===== src/rtl/step_clock_pkg.sv =====
`default_nettype none
// +----------------------------------------------------------------------+
// | step_clock_pkg : shared types and constants for step_clock_gen        |
// | Revision: 1.0                                                         |
// +----------------------------------------------------------------------+
package step_clock_pkg;

   typedef enum logic {
      MODE_TICK   = 1'b0,
      MODE_SQUARE = 1'b1
   } mode_e;

   typedef enum logic [0:0] {
      ST_IDLE = 1'b0,
      ST_RUN  = 1'b1
   } ch_state_e;

   localparam int DIV_MIN     = 2;
   localparam int CNT_W_DEF   = 21;
   localparam int DIV_RST_DEF = 8000;

endpackage
`default_nettype wire


===== src/rtl/step_clock_ch.sv =====
`default_nettype none
// +----------------------------------------------------------------------+
// | step_clock_ch : one divider channel with shadowed div/mode update     |
// | Revision: 1.0                                                         |
// +----------------------------------------------------------------------+
module step_clock_ch
   import step_clock_pkg::*;
#(
   parameter int CNT_W   = CNT_W_DEF,
   parameter int DIV_RST = DIV_RST_DEF
) (
   input  logic             clk,
   input  logic             rst_n,
   input  logic             en,
   input  logic             sync,
   input  logic             cfg_we,
   input  logic [CNT_W-1:0] cfg_div,
   input  mode_e            cfg_mode,
   output logic             pending,
   output logic             cp,
   output logic             wrap
);

   localparam logic [CNT_W-1:0] C_DIV_RST = CNT_W'(DIV_RST);
   localparam logic [CNT_W-1:0] C_DIV_MIN = CNT_W'(DIV_MIN);
   localparam logic [CNT_W-1:0] C_ONE     = CNT_W'(1);

   ch_state_e        r_state, w_state_nxt;
   logic [CNT_W-1:0] r_cnt, w_cnt_nxt;
   logic [CNT_W-1:0] r_div, w_div_nxt;
   logic [CNT_W-1:0] r_sh_div, w_sh_div_nxt;
   mode_e            r_mode, w_mode_nxt;
   mode_e            r_sh_mode, w_sh_mode_nxt;
   logic             r_pend, w_pend_nxt;
   logic             r_cp, w_cp_nxt;
   logic             r_wrap, w_wrap_nxt;
   logic             w_apply;
   logic [CNT_W-1:0] w_deff;
   logic [CNT_W-1:0] w_last;

   // Small divisors are kept as written but counted as the minimum period.
   assign w_deff = (r_div < C_DIV_MIN) ? C_DIV_MIN : r_div;
   assign w_last = w_deff - C_ONE;

   always_ff @(posedge clk or negedge rst_n) begin
      if (!rst_n) begin
         r_state   <= ST_IDLE;
         r_cnt     <= '0;
         r_div     <= C_DIV_RST;
         r_mode    <= MODE_TICK;
         r_sh_div  <= C_DIV_RST;
         r_sh_mode <= MODE_TICK;
         r_pend    <= 1'b0;
         r_cp      <= 1'b0;
         r_wrap    <= 1'b0;
      end else begin
         r_state   <= w_state_nxt;
         r_cnt     <= w_cnt_nxt;
         r_div     <= w_div_nxt;
         r_mode    <= w_mode_nxt;
         r_sh_div  <= w_sh_div_nxt;
         r_sh_mode <= w_sh_mode_nxt;
         r_pend    <= w_pend_nxt;
         r_cp      <= w_cp_nxt;
         r_wrap    <= w_wrap_nxt;
      end
   end

   always_comb begin
      w_state_nxt   = r_state;
      w_cnt_nxt     = r_cnt;
      w_div_nxt     = r_div;
      w_mode_nxt    = r_mode;
      w_sh_div_nxt  = r_sh_div;
      w_sh_mode_nxt = r_sh_mode;
      w_pend_nxt    = r_pend;
      w_cp_nxt      = 1'b0;
      w_wrap_nxt    = 1'b0;
      w_apply       = 1'b0;

      // cfg_we only fires while pending is clear, so it never races an apply.
      if (cfg_we) begin
         w_sh_div_nxt  = cfg_div;
         w_sh_mode_nxt = cfg_mode;
         w_pend_nxt    = 1'b1;
      end

      case (r_state)
         ST_IDLE: begin
            w_cnt_nxt = '0;
            w_apply   = r_pend;
            if (en) begin
               w_state_nxt = ST_RUN;
            end
         end
         ST_RUN: begin
            if (!en) begin
               w_state_nxt = ST_IDLE;
               w_cnt_nxt   = '0;
            end else if (sync) begin
               w_cnt_nxt = '0;
               w_apply   = r_pend;
            end else if (r_cnt >= w_last) begin
               w_cnt_nxt  = '0;
               w_wrap_nxt = 1'b1;
               w_cp_nxt   = (r_mode == MODE_TICK);
               w_apply    = r_pend;
            end else begin
               w_cnt_nxt = r_cnt + C_ONE;
               w_cp_nxt  = (r_mode == MODE_SQUARE) && (r_cnt < (w_deff >> 1));
            end
         end
         default: begin
            w_state_nxt = ST_IDLE;
            w_cnt_nxt   = '0;
         end
      endcase

      if (w_apply) begin
         w_div_nxt  = r_sh_div;
         w_mode_nxt = r_sh_mode;
         w_pend_nxt = 1'b0;
      end
   end

   assign pending = r_pend;
   assign cp      = r_cp;
   assign wrap    = r_wrap;

endmodule
`default_nettype wire


===== src/rtl/step_clock_gen.sv =====
`default_nettype none
// +----------------------------------------------------------------------+
// | step_clock_gen : multi-channel programmable clock/tick divider        |
// | Revision: 1.0                                                         |
// +----------------------------------------------------------------------+
module step_clock_gen
   import step_clock_pkg::*;
#(
   parameter int  NUM_CH  = 2,
   parameter int  CNT_W   = CNT_W_DEF,
   parameter int  DIV_RST = DIV_RST_DEF,
   localparam int CH_W    = (NUM_CH > 1) ? $clog2(NUM_CH) : 1
) (
   input  logic              clk,
   input  logic              rst_n,
   input  logic [NUM_CH-1:0] en,
   input  logic              sync,
   input  logic              cfg_valid,
   output logic              cfg_ready,
   input  logic [CH_W-1:0]   cfg_ch,
   input  logic [CNT_W-1:0]  cfg_div,
   input  logic              cfg_mode,
   output logic [NUM_CH-1:0] cp,
   output logic [NUM_CH-1:0] wrap
);

   logic [NUM_CH-1:0]      w_pending;
   logic [NUM_CH-1:0]      w_cfg_we;
   logic [(2**CH_W)-1:0]   w_pend_ext;
   logic                   w_xfer;
   mode_e                  w_cfg_mode;

   // Unpopulated channel codes read as busy so they are never accepted.
   for (genvar g = 0; g < 2**CH_W; g++) begin : g_pend_ext
      if (g < NUM_CH) begin : g_real
         assign w_pend_ext[g] = w_pending[g];
      end else begin : g_pad
         assign w_pend_ext[g] = 1'b1;
      end
   end

   assign cfg_ready  = ~w_pend_ext[cfg_ch];
   assign w_xfer     = cfg_valid & cfg_ready;
   assign w_cfg_mode = mode_e'(cfg_mode);

   for (genvar g = 0; g < NUM_CH; g++) begin : g_ch
      assign w_cfg_we[g] = w_xfer && (cfg_ch == CH_W'(g));

      step_clock_ch #(
         .CNT_W   (CNT_W),
         .DIV_RST (DIV_RST)
      ) u_ch (
         .clk      (clk),
         .rst_n    (rst_n),
         .en       (en[g]),
         .sync     (sync),
         .cfg_we   (w_cfg_we[g]),
         .cfg_div  (cfg_div),
         .cfg_mode (w_cfg_mode),
         .pending  (w_pending[g]),
         .cp       (cp[g]),
         .wrap     (wrap[g])
      );
   end

endmodule
`default_nettype wire


===== config.mk =====
export PLATFORM = sky130hd
export DESIGN_NAME = step_clock_gen
export DESIGN_NICKNAME = d
export VERILOG_FILES = /design/src/rtl/step_clock_pkg.sv /design/src/rtl/step_clock_ch.sv /design/src/rtl/step_clock_gen.sv
export SDC_FILE = /design/constraint.sdc
export NUM_CORES = 1
export LEC_CHECK = 0
export BUFFER_PORTS_ARGS = -buffer_cell sky130_fd_sc_hd__buf_4
export CORE_MARGIN = 2
export CORE_UTILIZATION = 35
export DETAILED_ROUTE_END_ITERATION = 10
export PLACE_DENSITY = 0.6
export SYNTH_ARGS = -nofsm -noshare
export SYNTH_HDL_FRONTEND = slang
export SYNTH_SLANG_ARGS = --single-unit
export TNS_END_PERCENT = 5

===== constraint.sdc =====
create_clock -name clk -period 7.9 [get_ports clk]
set_clock_uncertainty 0.1 [all_clocks]
set_input_delay 0.395 -clock clk [delete_from_list [all_inputs] [get_ports clk]]
set_output_delay 0.395 -clock clk [all_outputs]
set_load 0.05 [all_outputs]

==> metrics.yaml, run 1 <==
global_route:
  grt_overflow_total: 0
  antenna_found_initial: 0
  grt_usage_pct: 15.97
  grt_pass1_wl_um: 33170
  grt_max_degree: 75
  grt_pass1_vias: 6260
route:
  vias: 6476
  ant_nets: 0
  drc: 0
  drt-initial-drc-count: 372
  firstDrtPassIters: 6
  vias_per_cell: 5.261
  wire_per_inst_um: 16.00
  routed_wl_um: 19700
floorplan:
  num_rows: 57
  core_sq_um: 24320
  die_h_um: 161.5
  io_pins: 34
  die_w_um: 161.5
  initial_core_util_pct: 35.68
  dieArea_sq_um: 26070
worst_setup_path:
  slowest_delay_ns: 0.97
  worstPathRequired_ns: 8.11
  cp.arrival_ns: 6.79
  path_class: "register to register"
  critPathCaptureType: "register"
  cp_top_family: "simple AND/OR/NAND/NOR gates"
  startpoint_type: "register"
  cp_max_fo: 23
  worst-path-buf-inv: 0
  crit_slowest_cell: "o311ai_4"
  worstPathCellList: "or4_1 > or3_1 > o41ai_1 > ha_1 > nor3b_2 > nand2_1 > or4_1 > or4_4 > nor3_1 > xnor2_1 > ha_1 > a21o_1 > a21o_1 > a21oi_1 > o211ai_1 > o311ai_4 > mux2_2"
clocking:
  clkSinkCount: 138
  cts.clk_slew.worst_paths_ns: 0.06
  cts_inserted_buffers: 17
  h-tree-depth: 4
  cts_resized: 0
  tritoncts: "built"
  clk_latency_ns: 0.43
  clockRootBuffer: "clkbuf_16"
  clk_path_buf_depth: 2
status:
  outcome: "finished, final reports clean"
power_and_ir_drop:
  p_leak_nw: 4.213
  clockPowerShare_pct: 27.2
  ir_drop_mv: 0.1491
  p_int_mw: 1.774
  swShare_pct: 35.12
  power.density_nw_per_um2: 278.4
  seq_power_share_pct: 42.5
  power_switching_mw: 0.9605
  comb_power_share_pct: 30.3
  power_mw: 2.735
yosys:
  synth_top_area_share_pct: 32.87
  yosysMostFrequentCell: "dfrtp_1"
  synth_area_leaders: "dfrtp_1 33%, ha_1 12%, mux2_2 8.6%, dfstp_2 7.3%, xnor2_1 4.9%"
  synth.avg_cell_area_sq_um: 10.02
  yosysSeqAreaShare_pct: 40.14
  yosysWarnings: 0
  synth_edf_count: 0
  yosys.area.top_type: "dfrtp_1"
  async_reset_ff_share_pct: 100.0
  synth_common_cells: "114 x dfrtp_1, 84 x ha_1, 78 x nor2_1"
  netlist_area_sq_um: 8678
  synth-main-ff-cell: "dfrtp_1"
  netlist_instances: 866
  synth_cell_types: 56
  synth-seq-cells: 138
  syn_nets: 979
timing:
  slew_viol_final: 0
  rsz0062_at_grt: "no"
  holdWs_ns: 0.04315
  final.min_clock_period_ns: 6.581
  setup-violations-final: 0
  fmax_mhz: 152.0
  fin_setup_tns_ns: 0
  slew_headroom_pct: 23.58
  finalCritPeriodShare_pct: 83.30
  tightestPinTransition_ns: 1.143
  finalHoldViolations: 0
final_layout:
  n_antenna_cell: 0
  finalNonFillerCells: 1231
  seqCellArea_sq_um: 3483
  num-fill-cells: 2369
  multi_input_area_sq_um: 4872
  drive_above_1_share_pct: 19.18
  area_growth_pct: 13.19
  utilization_pct: 40.39
  fin_nets: 1007
placement:
  dp.cells: 1197
  dp_hpwl_um: 14260
  port_buffers: 33
  gp_congestion: 0.8726
run:
  drv_cap: 0
min_path:
  holdCritPathClass: "input port to register"
metal layers:
layer	vias up	GRT usage [%]	share of wire, %
met5	-	0	0
met4	0	5.154	1.5
met3	20	2.748	3.2
met2	99	24.48	45
met1	3167	22.93	51
li1	3190	-	-
per-stage QoR:
stage	setup WS, ns	area, sq um
floorplan	2.254	8678
global placement	1.426	9260
detailed placement	1.357	9260
CTS	1.314	9823
global route	0.7843	9823
finish	1.319	9823
final cells by class:
type | instances | area share [%]
Multi-Input combinational cell | 644 | 49.60
Sequential cell | 138 | 35.46
Clock buffer | 18 | 4.369
Tap cell | 324 | 4.127
Timing Repair Buffer | 43 | 3.375
Inverter | 50 | 1.911
Clock inverter | 14 | 1.159
power by group through the flow:
stage / Clock, mW / Sequential (mW) / Combinational [mW]
finish: 0.744 / 1.16 / 0.828
global route: 0.796 / 1.20 / 0.939
CTS: 0.766 / 1.16 / 0.836
detailed placement: 0 / 1.17 / 0.827
global placement: 0 / 1.17 / 0.810
floorplan: 0 / 1.08 / 0.690
layout by cell type (no fill, tap or decap), drive strengths merged, types with 14 or more instances in the layout:
cell type,instances
a21oi,38
a22o,23
a311o,22
buf,41
clkbuf,18
dfrtp,114
dfstp,24
ha,84
inv,56
mux2,66
nand2,64
nand3,29
nand4,22
nor2,78
nor3,41
o21ai,14
xnor2,49
xor2,22
cell families after synthesis:
kind of cell	synth area share, %
simple gates	16.88
mux	8.679
compound gates	11.09
xor+xnor	7.165
buf+inv	3.936
flops	40.14
fa+ha+maj	12.11
state kept, by name, summed over array words and instances (netlist names):
name and cells:
g_ch.u_ch.cp 2, g_ch.u_ch.pending 2, g_ch.u_ch.r_cnt 42, g_ch.u_ch.r_div 42, g_ch.u_ch.r_mode 2, g_ch.u_ch.r_sh_div 42
g_ch.u_ch.r_sh_mode 2, g_ch.u_ch.r_state 2, g_ch.u_ch.wrap 2
path summary, 6_finish.rpt:
check / slack, ns / endpoint / start / depth (start not counted)
max: 1.32 / g_ch[0].u_ch.r_div[7] / g_ch[0].u_ch.r_div[15] / 17
min: 0.04 / g_ch[1].u_ch.r_state / en[1] / 1
max reg2reg: 1.32 / g_ch[0].u_ch.r_div[7] / g_ch[0].u_ch.r_div[15] / 17
min reg2reg: 0.41 / g_ch[0].u_ch.r_div[14] / g_ch[0].u_ch.r_sh_div[14] / 1
max in group asynchronous: 5.92 / g_ch[0].u_ch.r_cnt[16] / rst_n / 3
min in group asynchronous: 0.41 / g_ch[1].u_ch.r_cnt[2] / rst_n / 2
what timing repair did:
item                      4_1_cts  5_1_grt
hold endpoints to repair       68        0
setup buffers                   0        0
hold buffers                    2        0
No activity file was read; power rests on OpenSTA's default activity.
==> inputs of run 2 (changes only) <==
- PLACE_DENSITY: 0.6 -> 0.62
- clock period: 7.9 -> 5.75 ns (I/O delays scaled with it)
==> run 2 against run 1 <==
- first-iteration DRC count up 31%
- flip-flop and latch count is the same
- non-clock buffer count grew 34
- combinational power increased by 58%
- register-to-register slack worse by 1.2 ns
- maximum frequency grew 16%
==> metrics.yaml, run 2 (same netlist as run 1, synthesis figures left out) <==
timing:
  holdWs_ns: 0.01229  # -0.03085 ns
  setup-violations-final: 0  # unchanged
  fmax_mhz: 176.4  # +16%
  slew_headroom_pct: 23.91  # +0.34 points
  finalHoldViolations: 0  # unchanged
  rsz0062_at_grt: "yes"
  tightestPinTransition_ns: 1.138  # -0.005046 ns
  slew_viol_final: 0  # unchanged
  layout_setup_ws_ns: 0.08114  # -1.238 ns
  finalCritPeriodShare_pct: 98.59  # +15 points
  final.min_clock_period_ns: 5.669  # -0.9122 ns
worst_setup_path:
  worstPathRequired_ns: 5.97  # -2.14 ns
  critPathCaptureType: "register"
  startpoint_type: "register"
  cp_max_fo: 6  # -74%
  worstRegToRegCells: 20  # +3
  reg2reg_to: "g_ch[0].u_ch.r_div[18]"
  r2r_slack_ns: 0.08  # -1.24 ns
  path_class: "register to register"
  cp.arrival_ns: 5.89  # -0.90 ns
  timing.rr.start: "g_ch[0].u_ch.r_div[15]"
route:
  drt-initial-drc-count: 486  # +31%
  vias: 6735  # +4.0%
  firstDrtPassIters: 5  # -1
  wire_per_inst_um: 16.29  # +1.8%
  drc: 0  # unchanged
  ant_nets: 0  # unchanged
  routed_wl_um: 20610  # +4.6%
  vias_per_cell: 5.324  # +1.2%
final_layout:
  utilization_pct: 42.67  # +2.3 points
  fin_nets: 1041  # +3.4%
  area_growth_pct: 19.58
  reg_top3: "g_ch.u_ch.r_cnt (42), g_ch.u_ch.r_div (42), g_ch.u_ch.r_sh_div (42)"
  layout.cells.most_common_list: "114 x dfrtp_1, 83 x ha_1, 78 x nor2_1, 66 x mux2_2, 64 x nand2_1"
  layout_commonest_cell: "dfrtp_1"
  n_antenna_cell: 0  # unchanged
  drive_above_1_share_pct: 21.89  # +2.7 points
  finalNonFillerCells: 1265  # +2.8%
global_route:
  grt_pass1_vias: 6374  # +1.8%
  grt_pass1_wl_um: 33690  # +1.6%
  grt_overflow_total: 0  # unchanged
  antenna_found_initial: 0  # unchanged
  grt_max_degree: 78  # +4.0%
  grt_usage_pct: 16.09  # +0.12 points
power_and_ir_drop:
  seq_power_share_pct: 39.6  # -2.9 points
  p_int_mw: 2.681  # +51%
  ir_drop_mv: 0.1695  # +14%
  p_leak_nw: 4.488  # +6.5%
  clockPowerShare_pct: 28.2  # +1.0 points
  comb_power_share_pct: 32.2  # +1.9 points
  power.density_nw_per_um2: 390.7  # +40%
  swShare_pct: 33.88  # -1.2 points
  power_switching_mw: 1.374  # +43%
clocking:
  cts_inserted_buffers: 17  # unchanged
  clk_latency_ns: 0.43  # about the same
  clk_path_buf_depth: 2  # unchanged
  clockRootBuffer: "clkbuf_16"
  clkSinkCount: 138  # unchanged
  h-tree-depth: 4  # unchanged
  cts.clk_slew.worst_paths_ns: 0.06  # about the same
  tritoncts: "built"
min_path:
  holdCritPathClass: "input port to register"
  hp-start: "cfg_div[16]"
  min_to: "g_ch[0].u_ch.r_sh_div[16]"
  min_path_cells: 2  # +1
status:
  outcome: "finished, final reports clean"
floorplan:
  io_pins: 34  # unchanged
  initial_core_util_pct: 35.68  # unchanged
  num_rows: 57  # unchanged
  die_w_um: 161.5  # unchanged
  die_h_um: 161.5  # unchanged
  dieArea_sq_um: 26070  # unchanged
  core_sq_um: 24320  # unchanged
placement:
  port_buffers: 33  # unchanged
  dp.cells: 1211  # +1.2%
  dp_hpwl_um: 14450  # +1.4%
  gp_congestion: 0.8511  # -2.5%
  dp_worst_setup_slack_ns: 0.04140  # -1.316 ns
run:
  drv_cap: 0  # unchanged
==> run 2: how the worst max path moves through the flow <==
stage	startpoint	endpoint	slack [ns]	cells after the start
after detailed placement	g_ch[0].u_ch.r_div[15]	g_ch[0].u_ch.r_div[3]	0.04	19
final	g_ch[0].u_ch.r_div[15]	g_ch[0].u_ch.r_div[18]	0.08	20
after floorplan	g_ch[0].u_ch.r_div[15]	g_ch[0].u_ch.r_div[2]	0.10	18
after CTS	g_ch[0].u_ch.r_div[15]	g_ch[0].u_ch.r_div[16]	0.01	19
after global placement	g_ch[0].u_ch.r_div[15]	g_ch[0].u_ch.r_div[4]	0.06	19
after global routing	g_ch[0].u_ch.r_div[15]	g_ch[0].u_ch.r_div[5]	-0.11	20
==> run 2: timing repair <==
action	CTS	global route
resized for setup	0	17
buffers inserted	0	5
setup endpoints to repair	0	67
hold endpoints to repair	88	0
hold buffers	14	0
==> run 2: power groups by stage <==
stage / Combinational, mW / Sequential (mW) / Clock, mW
6_report: 1.31 / 1.61 / 1.14
5_1_grt: 1.46 / 1.65 / 1.20
4_1_cts: 1.22 / 1.60 / 1.16
3_5_place_dp: 1.20 / 1.61 / 0
3_3_place_gp: 1.16 / 1.60 / 0
2_1_floorplan: 0.948 / 1.48 / 0
==> run 2: critical path, cell delays in order (launching register included) <==
cell and delay (ns):
dfrtp_1 0.39, or4_4 0.56, or3_4 0.37, o41ai_4 0.29
buf_4 0.18, ha_4 0.13, nor3b_4 0.18, nand2_1 0.10
or4_4 0.44, or4_4 0.49, nor3_4 0.15, xnor2_1 0.08
ha_1 0.32, nand4_1 0.25, nor4_4 0.38, nand2_1 0.10
o211ai_1 0.30, o311ai_4 0.15, buf_12 0.16, clkbuf_16 0.16
mux2_2 0.27
==> run 2: final cells by class <==
cell class	count	area (sq um)
multi-input combinational	644	4974
clock buffer	22	464.2
clock inverter	10	145.1
fill	2281	13940
inverter	50	187.7
sequential	138	3483
tap	324	405.4
timing repair buffer	77	718.2
==> run 2: routing by layer <==
| metal | GRT usage (%) | wire length, um | vias to the layer above |
|---|---|---|---|
| met5 | 0 | 0 | - |
| met1 | 23.18 | 10440 | 3334 |
| met2 | 24.46 | 9203 | 115 |
| met3 | 3.030 | 709 | 23 |
| met4 | 4.992 | 253 | 0 |
| li1 | - | - | 3263 |
==> run 2: per-stage QoR <==
stage / TNS [ns] / total power, mW / instance area, sq um
6_report: 0 / 4.055 / 10380
5_1_grt: -1.846 / 4.318 / 10380
4_1_cts: 0 / 3.970 / 10160
3_5_place_dp: 0 / 2.811 / 9415
3_3_place_gp: 0 / 2.766 / 9415
2_1_floorplan: 0 / 2.429 / 8678
